**src/rtl/fft_sequencer.sv**
```systemverilog
// Address/enable sequencer for an in-place radix-2 DIT FFT over a dual-port sample memory.
// Issues one butterfly read per cycle and replays it as a write-back BF_LAT cycles later.
module fft_sequencer #(
    parameter int unsigned N      = 8,
    parameter int unsigned BF_LAT = 2
) (
    input  logic                   clk,
    input  logic                   rst_n,
    input  logic                   start,
    input  logic                   abort,
    output logic                   busy,
    output logic                   done,
    output logic                   rd_en,
    output logic [$clog2(N)-1:0]   rd_addr_a,
    output logic [$clog2(N)-1:0]   rd_addr_b,
    output logic [$clog2(N)-2:0]   tw_addr,
    output logic [$clog2(N)-1:0]   rd_stage,
    output logic                   wr_en,
    output logic [$clog2(N)-1:0]   wr_addr_a,
    output logic [$clog2(N)-1:0]   wr_addr_b,
    output logic [$clog2(N)-1:0]   wr_stage
);

    localparam int unsigned L  = $clog2(N);
    localparam int unsigned KW = L - 1;
    localparam int unsigned TW = L - 1;
    localparam int unsigned CW = (BF_LAT > 1) ? $clog2(BF_LAT) : 1;
    localparam int unsigned PW = 1 + 3 * L;

    localparam logic [KW-1:0] K_LAST   = KW'(N / 2 - 1);
    localparam logic [L-1:0]  STG_LAST = L'(L - 1);
    localparam logic [CW-1:0] D_LAST   = CW'(BF_LAT - 1);

    localparam logic [1:0] S_IDLE  = 2'd0;
    localparam logic [1:0] S_RUN   = 2'd1;
    localparam logic [1:0] S_DRAIN = 2'd2;
    localparam logic [1:0] S_DONE  = 2'd3;

    logic [1:0]    state_q, state_d;
    logic [L-1:0]  stg_q, stg_d;
    logic [KW-1:0] k_q, k_d;
    logic [CW-1:0] dcnt_q, dcnt_d;

    logic [L-1:0]  half_c, pos_c, grp_c, kx_c, addr_a_c, addr_b_c;
    logic [TW-1:0] tw_c;
    logic          rd_en_d;

    logic [PW-1:0] pipe_q [BF_LAT];

    // Next-state and loop counters; abort overrides everything.
    always_comb begin
        state_d = state_q;
        stg_d   = stg_q;
        k_d     = k_q;
        dcnt_d  = dcnt_q;
        if (abort) begin
            state_d = S_IDLE;
            stg_d   = '0;
            k_d     = '0;
            dcnt_d  = '0;
        end else begin
            case (state_q)
                S_IDLE: begin
                    if (start) begin
                        state_d = S_RUN;
                        stg_d   = '0;
                        k_d     = '0;
                    end
                end
                S_RUN: begin
                    if (k_q == K_LAST) begin
                        state_d = S_DRAIN;
                        dcnt_d  = '0;
                    end else begin
                        k_d = k_q + KW'(1);
                    end
                end
                S_DRAIN: begin
                    if (dcnt_q == D_LAST) begin
                        dcnt_d = '0;
                        if (stg_q == STG_LAST) begin
                            state_d = S_DONE;
                        end else begin
                            state_d = S_RUN;
                            stg_d   = stg_q + L'(1);
                            k_d     = '0;
                        end
                    end else begin
                        dcnt_d = dcnt_q + CW'(1);
                    end
                end
                S_DONE:  state_d = S_IDLE;
                default: state_d = S_IDLE;
            endcase
        end
    end

    // Butterfly addresses for the upcoming cycle's stage/index.
    always_comb begin
        kx_c     = L'(k_d);
        half_c   = L'(1) << stg_d;
        pos_c    = kx_c & (half_c - L'(1));
        grp_c    = kx_c >> stg_d;
        addr_a_c = (grp_c << (stg_d + L'(1))) | pos_c;
        addr_b_c = addr_a_c + half_c;
        tw_c     = TW'(pos_c << (L'(L - 1) - stg_d));
        rd_en_d  = (state_d == S_RUN);
    end

    always_ff @(posedge clk or negedge rst_n) begin
        if (!rst_n) begin
            state_q   <= S_IDLE;
            stg_q     <= '0;
            k_q       <= '0;
            dcnt_q    <= '0;
            busy      <= 1'b0;
            done      <= 1'b0;
            rd_en     <= 1'b0;
            rd_addr_a <= '0;
            rd_addr_b <= '0;
            tw_addr   <= '0;
            rd_stage  <= '0;
        end else begin
            state_q   <= state_d;
            stg_q     <= stg_d;
            k_q       <= k_d;
            dcnt_q    <= dcnt_d;
            busy      <= (state_d == S_RUN) || (state_d == S_DRAIN);
            done      <= (state_d == S_DONE);
            rd_en     <= rd_en_d;
            rd_addr_a <= rd_en_d ? addr_a_c : '0;
            rd_addr_b <= rd_en_d ? addr_b_c : '0;
            tw_addr   <= rd_en_d ? tw_c : '0;
            rd_stage  <= rd_en_d ? stg_d : '0;
        end
    end

    // Write-back delay line; flushed on abort so no stale write escapes.
    always_ff @(posedge clk or negedge rst_n) begin
        if (!rst_n) begin
            for (int unsigned i = 0; i < BF_LAT; i++) pipe_q[i] <= '0;
        end else begin
            pipe_q[0] <= abort ? '0 : {rd_en, rd_addr_a, rd_addr_b, rd_stage};
            for (int unsigned i = 1; i < BF_LAT; i++) pipe_q[i] <= abort ? '0 : pipe_q[i-1];
        end
    end

    assign {wr_en, wr_addr_a, wr_addr_b, wr_stage} = pipe_q[BF_LAT-1];

endmodule

```
**config.mk**
```make
export PLATFORM = sky130hd
export DESIGN_NAME = fft_sequencer
export DESIGN_NICKNAME = d
export VERILOG_FILES = /design/src/rtl/fft_sequencer.sv
export SDC_FILE = /design/constraint.sdc
export NUM_CORES = 1
export LEC_CHECK = 0
export BUFFER_PORTS_ARGS = -buffer_cell sky130_fd_sc_hd__buf_2
export CORE_MARGIN = 2
export CORE_UTILIZATION = 55
export CTS_CLUSTER_SIZE = 16
export DETAILED_ROUTE_END_ITERATION = 8
export HOLD_SLACK_MARGIN = 0.06
export PLACE_DENSITY = 0.84
export SLEW_MARGIN = 20
export SYNTH_ARGS = -nofsm -noshare
export SYNTH_HDL_FRONTEND = slang
export SYNTH_SLANG_ARGS = --single-unit
```
**constraint.sdc**
```tcl
create_clock -name clk -period 3.95 [get_ports clk]
set_input_delay 0.79 -clock clk [delete_from_list [all_inputs] [get_ports clk]]
set_output_delay 0.79 -clock clk [all_outputs]
set_load 0.005 [all_outputs]
```
==> impl_metrics.yaml, run 1 <==
outcome:
  run_status: "complete, no violations"
sta:
  holdWs_ns: 0.4731
  layout_setup_ws_ns: 0.1666
  report.final.slew_viol_count: 0
  tightest_slew_ns: 0.8644
  setup_viol: 0
  relSlewSlack: 0.4237
  finalCritPeriodShare: 0.9578
  timing.fmax_mhz: 264.3
  hold_viol: 0
  finClkSkew_ns: 0.01197
  fin_crit_ns: 3.783
floorplan:
  die-area_um2: 4129
  row_count: 21
  initial_core_util: 0.5846
  ios: 28
  die_x_um: 64.26
  core_um2: 3416
  die_h_um: 64.26
clock_tree:
  path_clk_slew_ns: 0.12
  holdBufCountCts: 0
  cts_root_buffer: "clkbuf_4"
  ctsHtreeMaxLevel: 2
  clk-insertion-delay-late_ns: 0.36
  cts_sinks: 42
  cts_made_buffers: 5
  clk_path_buf_depth: 2
  cts_tree: "yes"
critical_path:
  crit_type: "reg -> reg"
  cp_data_arrival_time_ns: 4.08
  regToRegEndpoint: "rd_addr_b[2]"
  ff2ff_path_depth: 14
  crit_start: "stg_q[0]"
  cp_max_fo: 7
  crit_path_cell_trace: "inv_1, ha_2, nand2b_4, a2111o_1, and3_4, ha_1, or4_4, nand2_1, ha_1, fa_2, nor2b_1, a221o_1, or3_1, mux2i_1"
  crit_top_cell: "ha_1"
  slowest_delay_ns: 0.55
  timing.rr.start: "stg_q[0]"
  worstPathRequired_ns: 4.25
  r2r_slack_ns: 0.17
  cp-end-kind: "register"
  slowest_stage: "or4_4"
  crit_end: "rd_addr_b[2]"
  cp-start-kind: "register"
place:
  io_buffers: 27
  place.gp.congestion: 0.9000
  dp_hpwl_mm: 2.676
  dp_slack_ns: 0.04257
  placedCellCount: 241
global_routing:
  grt_max_degree: 43
  overflow: 0
  antenna_found_initial: 0
  grt_usage: 0.2014
  grt_pass1_vias: 1342
  grt_pass1_wl_mm: 6.182
finish:
  area_delta_synth_final_pct: 11.97
  final_cell_count_no_fill: 251
  nNetsFinal: 218
  diodes: 0
  drive_above_1_share: 0.2585
  utilization: 0.6546
pwr:
  p_sw_uw: 173.1
  p_per_area_nw_per_um2: 368.8
  p_sw_frac: 0.2099
  seq_power_share: 0.537
  leakage_nw: 1.164
  combPwrFrac: 0.054
  clkPwrFrac: 0.408
  peakVddDrop_mv: 0.2917
  internal-power_uw: 651.6
drt:
  drt_pre_antenna_iters: 4
  ant_nets: 0
  drt_iter0_drc: 95
  routed_wl_mm: 3.639
  viasPerCell: 5.470
  wl_per_cell_um: 14.50
  drc: 0
  vias: 1373
synthesis:
  synth_nets: 195
  synth_seq_cells: 42
  synth_most_common_cell: "dfrtp_1"
  yosys-top-cells-count: "dfrtp_1, nor2b_1, inv_1"
  synth_area_per_cell_um2: 11.03
  yosysTopAreaCell: "dfrtp_1"
  synthArstFlopShare: 1.000
  synth_cells: 181
  ys.flop_type: "dfrtp_1"
  ys_seq_area_frac: 0.5263
  synthTopCellsByArea: "dfrtp_1, nor2b_1, ha_1"
  synthDistinctLibCells: 46
  synth_area_um2: 1997
  post-synth-top-area-fraction: 0.5263
  synth_edf_count: 0
  yosysWarnings: 0
job:
  drv_cap: 0
worst_hold_path:
  hp-class: "reg -> reg"
## flip-flops by register name, summed over array words and instances, names as in the netlist
| name | count |
|---|---|
| wr_addr_a | 3 |
| k_q | 2 |
| rd_addr_a | 3 |
| busy | 1 |
| done | 1 |
| wr_addr_b | 3 |
| tw_addr | 2 |
| stg_q | 3 |
| wr_en | 1 |
| rd_addr_b | 3 |
| pipe_q | 10 |
| wr_stage | 3 |
| rd_stage | 3 |
| rd_en | 1 |
| dcnt_q | 1 |
| state_q | 2 |
## cell families (layout without fill, tap and decap cells)
kind of cell / Yosys count / count (layout) / synth area share
AO/OA/AOI/OAI: 30 / 30 / 0.1128
XOR/XNOR: 1 / 1 / 0.004387
adder cells (fa/ha/maj): 10 / 10 / 0.06642
buffers and inverters: 31 / 55 / 0.08145
flip-flops: 42 / 42 / 0.5263
multiplexers: 1 / 1 / 0.005013
AND/OR/NAND/NOR: 66 / 66 / 0.2036
## cell type report
cell class / instances / area (um^2)
tap: 46 / 57.56
inverter: 15 / 56.30
timing repair buffer: 32 / 172.7
sequential: 42 / 1051
clock buffer: 5 / 37.54
clock inverter: 3 / 68.82
multi-input combinational: 108 / 792.0
fill: 276 / 1180
## metal layers
layer	routed length [um]	up-vias	GRT usage
met1	1398	649	0.2397
met4	104	0	0.1037
met5	0	-	0
li1	-	646	-
met2	1866	66	0.3307
met3	270	12	0.05986
## worst max-delay path: cells and delay by family (launching register included)
family / cells / cell delay, ns
AO/OA/AOI/OAI: 2 / 0.81
adder cells (fa/ha/maj): 4 / 0.92
buffers and inverters: 1 / 0.09
flip-flops: 1 / 0.42
multiplexers: 1 / 0.13
AND/OR/NAND/NOR: 6 / 1.36
## worst min-delay path by stage
stage / from / to / cells past startpoint
final: pipe_q[13] / wr_addr_b[0] / 1
after global routing: pipe_q[17] / wr_addr_a[1] / 1
after CTS: pipe_q[17] / wr_addr_a[1] / 1
after detailed placement: pipe_q[17] / wr_addr_a[1] / 1
after global placement: pipe_q[15] / wr_addr_b[2] / 1
after floorplan: pipe_q[16] / wr_addr_a[0] / 1
## stage by stage
stage	cell area [um^2]	TNS, ns	power, mW
3_5_place_dp	2106	0	0.4960
5_1_grt	2236	-0.01392	0.8598
6_report	2236	0	0.8247
2_1_floorplan	1997	0	0.4752
3_3_place_gp	2106	0	0.4938
4_1_cts	2212	0	0.8297
## power by group through the flow
stage | clock [mW] | sequential, mW | combinational, mW
5_1_grt | 0.364 | 0.445 | 0.0514
4_1_cts | 0.342 | 0.443 | 0.0447
2_1_floorplan | 0 | 0.449 | 0.0258
3_5_place_dp | 0 | 0.451 | 0.0447
3_3_place_gp | 0 | 0.451 | 0.0431
6_report | 0.337 | 0.443 | 0.0448
## placed cells by master, fill, tap and decap left out, types with 2 or more instances in the layout
master / n
a21oi_1: 6
or4_4: 2
buf_2: 27
and2_1: 5
ha_1: 8
nand2b_1: 3
bufinv_16: 2
a311oi_1: 3
nand4_1: 2
o21ai_1: 2
o21ai_0: 4
nand2_1: 4
nor2b_1: 26
dfrtp_1: 42
nand3_1: 4
a211oi_1: 2
clkbuf_4: 5
inv_1: 15
nor2_1: 9
or3_1: 2
buf_4: 5
## repair_timing
action,in CTS,in global routing
resized for setup,0,5
endpoints found under the setup margin,0,1
buffers inserted,0,2
Note: power is estimated with default switching activity, not from simulation.
==> run 2, diff against run 1 <==
--- a/config.mk
+++ b/config.mk
@@ -7,11 +7,11 @@
 export LEC_CHECK = 0
 export BUFFER_PORTS_ARGS = -buffer_cell sky130_fd_sc_hd__buf_2
 export CORE_MARGIN = 2
-export CORE_UTILIZATION = 55
+export CORE_UTILIZATION = 40
 export CTS_CLUSTER_SIZE = 16
 export DETAILED_ROUTE_END_ITERATION = 8
 export HOLD_SLACK_MARGIN = 0.06
-export PLACE_DENSITY = 0.84
+export PLACE_DENSITY = 0.66
 export SLEW_MARGIN = 20
 export SYNTH_ARGS = -nofsm -noshare
 export SYNTH_HDL_FRONTEND = slang
==> run 2 against run 1 <==
Effect of this change: register-to-register slack improved by 0.05 ns; flip-flop and latch count unchanged; clock-buffer cell count grew 1; cell count rose by 8.8%.
==> impl_metrics.yaml, run 2 (synthesized netlist as in run 1, its figures left out) <==
global_routing:
  grt_pass1_wl_mm: 5.775
  grt_max_degree: 43
  antenna_found_initial: 0
  grt_pass1_vias: 1231
  grt_usage: 0.1407
  overflow: 0
pwr:
  finalPower_uw: 756.4
  peakVddDrop_mv: 0.1314
  p_per_area_nw_per_um2: 336.2
  leakage_nw: 1.160
floorplan:
  die-area_um2: 5573
  initial_core_util: 0.4200
  core_um2: 4755
  die_x_um: 74.66
  ios: 28
  row_count: 25
  die_h_um: 74.66
clock_tree:
  ctsHtreeMaxLevel: 2
  cts_root_buffer: "clkbuf_8"
  clk-insertion-delay-late_ns: 0.29
  cts_sinks: 42
  cts_made_buffers: 5
  clk_path_buf_depth: 2
  path_clk_slew_ns: 0.08
  cts_tree: "yes"
critical_path:
  worstPathRequired_ns: 4.17
  cp_data_arrival_time_ns: 3.96
  crit_path_cell_trace: "inv_1, ha_2, nand2b_4, a2111o_1, and3_4, ha_1, or4_4, nand2_1, ha_1, fa_2, nor2b_1, a221o_1, or3_1, mux2i_1"
  crit_type: "reg -> reg"
  slowest_delay_ns: 0.55
  crit_start: "stg_q[0]"
  slowest_stage: "or4_4"
  critPathBufInv: 1
  crit_family: "simple AND/OR/NAND/NOR gates"
  crit_top_cell: "ha_1"
  cp_max_fo: 7
  timing.rr.start: "stg_q[0]"
  cp-start-kind: "register"
  cp-end-kind: "register"
finish:
  nNetsFinal: 219
  seq_area_um2: 1051
  diodes: 0
  final_common_cell: "dfrtp_1"
  area_delta_synth_final_pct: 12.66
  multi_input_area_um2: 792.0
  regMostFlops: "pipe_q"
  final_cell_mix: "dfrtp_1, buf_2, nor2b_1"
  fillers: 460
  largest_reg_flops: 10
  drive_above_1_share: 0.2573
place:
  dp_slack_ns: 0.07119
  place.gp.congestion: 0.8864
  io_buffers: 27
  dp_hpwl_mm: 2.413
drt:
  wl_per_cell_um: 12.68
  vias: 1298
  drc: 0
  ant_nets: 0
  drt_iter0_drc: 50
  viasPerCell: 4.755
  routed_wl_mm: 3.461
  drt_pre_antenna_iters: 4
sta:
  timing.fmax_mhz: 267.6
  report.final.slew_viol_count: 0
  hold_viol: 0
  setup_viol: 0
  relSlewSlack: 0.4085
  fin_crit_ns: 3.737
  tightest_slew_ns: 0.8872
  tns_ns: 0
  finalCritPeriodShare: 0.9461
  finClkSkew_ns: 0.004322
  layout_setup_ws_ns: 0.2131
worst_hold_path:
  hp-start: "pipe_q[11]"
  hp-class: "reg -> reg"
job:
  drv_cap: 0
outcome:
  run_status: "complete, no violations"
==> run 2: cell types whose count changed in the layout (fill, tap and decap cells not counted) <==
cell / previous run / this run
clkbuf_4: 5 / 0
clkbuf_8: 0 / 5
bufinv_16: 2 / 0
buf_4: 5 / 6
clkbuf_1: 0 / 1
clkinv_2: 0 / 1
o21ai_0: 4 / 5
o21ai_1: 2 / 1
==> run 2: final timing paths <==
check                      slack, ns  cells after the start            to
setup / recovery                0.21                     14  rd_addr_b[2]
hold / removal                  0.46                      1   wr_stage[1]
setup reg to reg                0.21                     14  rd_addr_b[2]
hold reg to reg                 0.46                      1   wr_stage[1]
max in group asynchronous       2.78                      1      stg_q[0]
min in group asynchronous       0.62                      1         wr_en
==> run 2: final cells by class <==
class / instances / area share
sequential: 42 / 0.4672
clock inverter: 2 / 0.006118
multi-input combinational: 108 / 0.3521
clock buffer: 6 / 0.03226
timing repair buffer: 33 / 0.08009
inverter: 15 / 0.02503
tap: 67 / 0.03726
==> run 2: through the flow <==
step	hold slack (ns)	instances	area, um^2	utilization
2_1_floorplan	0.4385	181	1997	-
3_3_place_gp	0.4420	263	2140	0.4500
3_5_place_dp	0.4463	263	2140	0.4500
4_1_cts	0.4632	271	2226	0.4682
5_1_grt	0.4801	273	2250	0.4732
6_report	0.4606	273	2250	0.4732
==> run 2: where the power goes <==
group / leakage (nW) / internal [mW] / switching, mW / total [mW]
clock network: 0.0452 / 0.125 / 0.144 / 0.269
registers: 0.579 / 0.437 / 0.00509 / 0.443
logic: 0.536 / 0.0164 / 0.0286 / 0.0449
==> run 2: worst reg2reg max path: stages, from the launching register on <==
cell      delay [ns]
dfrtp_1         0.41
inv_1           0.09
ha_2            0.21
nand2b_4        0.07
a2111o_1        0.46
and3_4          0.23
ha_1            0.33
or4_4           0.55
nand2_1         0.09
ha_1            0.15
fa_2            0.21
nor2b_1         0.06
a221o_1         0.35
or3_1           0.31
mux2i_1         0.13
==> run 2: routing by layer <==
layer	GRT usage	vias to the layer above	share of wire
met5	0	-	0
met4	0.04762	0	0.012
met3	0.04016	5	0.036
met2	0.2291	31	0.48
met1	0.1817	615	0.47
li1	-	647	-
==> run 2: repair_timing <==
action | in CTS | in global routing
endpoints found under the setup margin | 0 | 1
buffers inserted | 0 | 2
gates resized for setup | 0 | 4
hold buffers | 0 | 0
